### config.mk
export PLATFORM = sky130hd
export DESIGN_NAME = serial_adder
export DESIGN_NICKNAME = d
export VERILOG_FILES = /design/src/rtl/serial_adder.sv
export SDC_FILE = /design/constraint.sdc
export NUM_CORES = 1
export LEC_CHECK = 0
export ABC_AREA = 1
export CORE_MARGIN = 5
export CORE_UTILIZATION = 45
export CTS_BUF_LIST = sky130_fd_sc_hd__clkbuf_8
export CTS_CLUSTER_SIZE = 10
export DETAILED_ROUTE_END_ITERATION = 8
export GPL_TIMING_DRIVEN = 0
export PLACE_DENSITY = 0.67
export REMOVE_ABC_BUFFERS = 1
export SLEW_MARGIN = 5
export SYNTH_ARGS = -nofsm -noshare
export SYNTH_HDL_FRONTEND = slang
export SYNTH_SLANG_ARGS = --single-unit
### constraint.sdc
create_clock -name clk -period 1.5 [get_ports clk]
set_input_delay 0.3 -clock clk [delete_from_list [all_inputs] [get_ports clk]]
set_output_delay 0.3 -clock clk [all_outputs]
set_load 0.05 [all_outputs]
### src/rtl/serial_adder.sv
// Bit-serial LSB-first adder: one full-adder cell plus a carry flop, WIDTH cycles per add.
// Optional subtract mode (A-B, Co=borrow) is enabled by defining SERIAL_ADDER_SUB_EN.
module serial_adder #(
   parameter int WIDTH = 8
) (
   input  logic             clk,
   input  logic             rst_n,
   input  logic             start,
`ifdef SERIAL_ADDER_SUB_EN
   input  logic             sub,
`endif
   input  logic [WIDTH-1:0] A,
   input  logic [WIDTH-1:0] B,
   output logic [WIDTH-1:0] S,
   output logic             Co,
   output logic             busy,
   output logic             done
);

   localparam int CNT_W = (WIDTH > 1) ? $clog2(WIDTH) : 1;
   localparam logic [CNT_W-1:0] LAST = CNT_W'(WIDTH - 1);

   typedef enum logic [1:0] {IDLE, RUN, DONE} state_t;

   state_t           state, state_nxt;
   logic [WIDTH-1:0] a_sr, b_sr, r_sr;
   logic [CNT_W-1:0] cnt;
   logic             carry;
   logic             sub_q;
   logic             sub_in;
   logic             accept;
   logic [1:0]       fa;

   // Returns {carry_out, sum}.
   function automatic logic [1:0] full_add(input logic a, input logic b, input logic c);
      return {(a & b) | (a & c) | (b & c), a ^ b ^ c};
   endfunction

`ifdef SERIAL_ADDER_SUB_EN
   assign sub_in = sub;

   always_ff @(posedge clk) begin
      if (!rst_n)
         sub_q <= 1'b0;
      else if (accept)
         sub_q <= sub;
   end
`else
   assign sub_in = 1'b0;
   assign sub_q  = 1'b0;
`endif

   assign accept = start && (state != RUN);
   assign fa     = full_add(a_sr[0], b_sr[0] ^ sub_q, carry);

   always_comb begin
      state_nxt = state;
      case (state)
         IDLE:    state_nxt = start ? RUN : IDLE;
         RUN:     state_nxt = (cnt == LAST) ? DONE : RUN;
         DONE:    state_nxt = start ? RUN : IDLE;
         default: state_nxt = IDLE;
      endcase
   end

   always_ff @(posedge clk) begin
      if (!rst_n) begin
         state <= IDLE;
         a_sr  <= '0;
         b_sr  <= '0;
         r_sr  <= '0;
         cnt   <= '0;
         carry <= 1'b0;
         S     <= '0;
         Co    <= 1'b0;
      end else begin
         state <= state_nxt;
         if (accept) begin
            a_sr  <= A;
            b_sr  <= B;
            cnt   <= '0;
            carry <= sub_in;
         end else if (state == RUN) begin
            // Sum bits enter at the MSB so the LSB lands at bit 0 after WIDTH shifts.
            r_sr  <= {fa[0], r_sr[WIDTH-1:1]};
            a_sr  <= a_sr >> 1;
            b_sr  <= b_sr >> 1;
            carry <= fa[1];
            cnt   <= cnt + 1'b1;
            if (cnt == LAST) begin
               S  <= {fa[0], r_sr[WIDTH-1:1]};
               Co <= fa[1] ^ sub_q;
            end
         end
      end
   end

   assign busy = (state == RUN);
   assign done = (state == DONE);

endmodule

==> results.md <==
- Number of nets with antenna violations after detailed routing: 0
- Hold Violations, Final: 0
- WHS Endpoint: S[1]
- Setup repair after global routing missed its margin: yes
- Combined area of all synthesized cells: 1614 sq um
- Cell family with most CP delay: buffers and inverters
- Clock slew seen by the registers of the worst setup and hold paths: 0.08 ns
- Quantity of I/O buffers inserted on ports: 29
- Proportion of layout cells with a drive suffix above 1: 0.08130
- Placeable Area: around 3400 sq um
- Count of yosys warnings during synthesis: 0
- Leading cell type in the layout, fill and taps excluded: sky130_fd_sc_hd__nand2_1
- Pre-antenna DRT Iters: 4
- DR iter-0 viols: around 70
- Vias after detailed routing: 1,425
- Worst IR Drop VDD: approximately 660 uV
- Tot GR Track Use: 0.1407
- Weighted congestion reported at the end of routability-driven placement: around 0.72
- Number of core rows: 21
- Number of slew-limit violations in the final report: 0
- Critical path start-end classification: flip-flop to output port
- I/O pin count: 30
- Starting density of the core: 0.4725
- Library cell contributing the largest single delay on the critical path: sky130_fd_sc_hd__dlygate4sd2_1
- Detail Placement HPWL: ~2 mm
- Total instance count after detailed placement: 282
- Startpoint of the tightest hold check path: r_sr[2]
- Slew at the pin closest to its max-slew limit: between 0.6 and 0.7 ns
- Critical path arrival: ~1.2 ns
- Fmax: ~0.69 GHz
- Type of element launching the critical path: flip-flop
- Maximum fanout count along the critical path: 2
- Number of maximum-capacitance violations: 0
- Maximum number of pins on one net before global-route repair: between 40 and 50
- Post-Route Setup TNS: 0 ns
- Classification of the worst-slack hold path: flip-flop to flip-flop
- Run status: complete, no violations
- Layout-stage area growth over the synthesis result: 25.66%
- Required time at the worst-slack endpoint: 1.20 ns
- Maximum clock insertion buffer count: 2
- Setup Skew: about 0.0072 ns
- Post-route fraction of the period consumed by the critical path: 0.9712
- Sequential cell area fraction in the yosys report: 0.4713
- CTS buffer count: 5
- Clock period minus final worst setup slack: 1.457 ns
- Remaining routing DRC violations: 0
- Final wirelength: approximately 3.2 mm
- # nets final: roughly 270
- R2R setup slack: around 0.10 ns
- Critical path endpoint category: output port
- First-pass GRT wire length: between 5 and 6 mm
- Average wire per cell in the routed design: between 10 and 15 microns
- Slowest stage delay, CP: between 0.5 and 0.6 ns
- Number of global-route vias before repair: 1,329
- Area of the die: 4885 sq um
- Die height: roughly 70 microns
- Post-Syn Area per Cell: roughly 7.4 sq um
- Worst path bufs/invs: 1
- CTS root buf: sky130_fd_sc_hd__clkbuf_8
- Diodes inserted: 0
- Finished Layout Cells: 292
- Worst path cell trace: dlygate4sd2_1
- Launch point of the worst reg-to-reg path: state[1]
- Critical register-to-register path endpoint: S[6]
- Relative max-transition margin: 0.5751
- PwrDens: roughly 1200 nW/um^2
- Clock sink count: 38
- Top library cells by usage in the layout, fill and taps aside: sky130_fd_sc_hd__nand2_1, sky130_fd_sc_hd__nand3_1, sky130_fd_sc_hd__dfxtp_1, sky130_fd_sc_hd__nor2_1, sky130_fd_sc_hd__inv_1
- Aggregate global routing overflow: 0
- CTS H-tree depth: 2
- Antenna violations before repair: 0
- Hold path depth: 2
- Final core utilization: 0.5938
- Total of endpoints with negative setup slack in the final report: 0
- Final total power: 2.376 mW
- Via density per instance: 4.880
- CTS tree: built
- Number of synthesized register bits: 38
- Gate Count Post-Synth: roughly 220
- Worst-case reg-to-reg path depth: 7
- Die W: approximately 70 microns
- Leakage power total: ~1 nW
- Latest clock arrival within the worst-skew pair: 0.30 ns
- Number of distinct library cell variants in the gate-level netlist after synthesis: 17
[worst max-delay path by stage]
stage / from / endpoint / slack (ns) / depth (start not counted)
final: S[2] / S[2] / 0.04 / 1
after global routing: state[1] / S[1] / -0.05 / 7
after CTS: state[1] / Co / -0.18 / 7
after detailed placement: start / cnt[1] / -0.87 / 4
after global placement: start / cnt[0] / -0.88 / 4
after floorplan: state[0] / carry / 0.08 / 4
[per-layer routing]
layer / vias up / global-route usage / wire length (microns)
li1: 750 / - / -
met1: 634 / 0.1680 / 1544
met2: 33 / 0.2256 / 1355
met3: 8 / 0.04161 / 215
met4: 0 / 0.07660 / 81
met5: - / 0 / 0
[where the power goes]
group | internal (mW) | switching (mW) | total [mW] | leakage, nW
Sequential | 1.06 | 0.0291 | 1.09 | 0.311
Combinational | 0.103 | 0.142 | 0.244 | 0.616
Clock | 0.666 | 0.380 | 1.05 | 0.0683
Total | 1.83 | 0.551 | 2.38 | 0.995
[final cells by class]
cell class	instances	area, sq um
inverter	21	78.83
multi-input combinational	149	706.9
tap	46	57.56
fill	346	1388
timing repair buffer	30	285.3
clock buffer	5	68.82
clock inverter	3	68.82
sequential	38	762.0
[flip-flops by register name, summed over array words and instances (netlist names)]
signal / cells
state: 2
Co: 1
a_sr: 8
S: 8
b_sr: 8
r_sr: 7
carry: 1
cnt: 3
[cells by family (layout without fill, tap and decap cells)]
group                      count (synthesis)  count (layout)  share of synthesized area
DFF                                       38              38                     0.4713
AOI/OAI and AO/OA                         17              17                    0.05271
adders and majority gates                  3               3                    0.02790
and+or+nand+nor                          127             128                     0.3450
buffers and inverters                     33              59                    0.09767
xor gates and xnor gates                   1               1                   0.005427
[synth_stat cells]
master,count,share of area
sky130_fd_sc_hd__dfxtp_1,38,0.47
sky130_fd_sc_hd__inv_1,19,0.044
sky130_fd_sc_hd__nand3_1,50,0.16
sky130_fd_sc_hd__ha_1,2,0.016
sky130_fd_sc_hd__inv_2,2,0.0047
sky130_fd_sc_hd__nor2_4,2,0.014
sky130_fd_sc_hd__xor2_1,1,0.0054
sky130_fd_sc_hd__nand2_2,1,0.0039
sky130_fd_sc_hd__o21ai_0,11,0.034
sky130_fd_sc_hd__nand2_1,51,0.12
sky130_fd_sc_hd__nor2_1,23,0.053
sky130_fd_sc_hd__buf_6,2,0.014
sky130_fd_sc_hd__clkbuf_1,3,0.0070
sky130_fd_sc_hd__buf_4,4,0.019
sky130_fd_sc_hd__buf_2,3,0.0093
sky130_fd_sc_hd__fa_1,1,0.012
sky130_fd_sc_hd__a21oi_1,6,0.019
[metrics by stage]
stage                     instance area [sq um]  setup WS (ns)  hold WS, ns
after global placement                     1883        -0.8773       0.4526
final                                      2028        0.04326       0.4624
after floorplan                            1535        0.07995       0.3976
after detailed placement                   1883        -0.8723       0.4558
after CTS                                  2011        -0.1810       0.4660
after global routing                       2028       -0.05171       0.4852
[timing repair]
item / 4_1_cts / 5_1_grt
pin swaps: 1 / 1
setup endpoints to repair: 49 / 40
cloned: 1 / 0
resized for setup: 26 / 4
hold buffers: 0 / 0
setup buffers: 0 / 1
(Power assumes the default switching activity.)
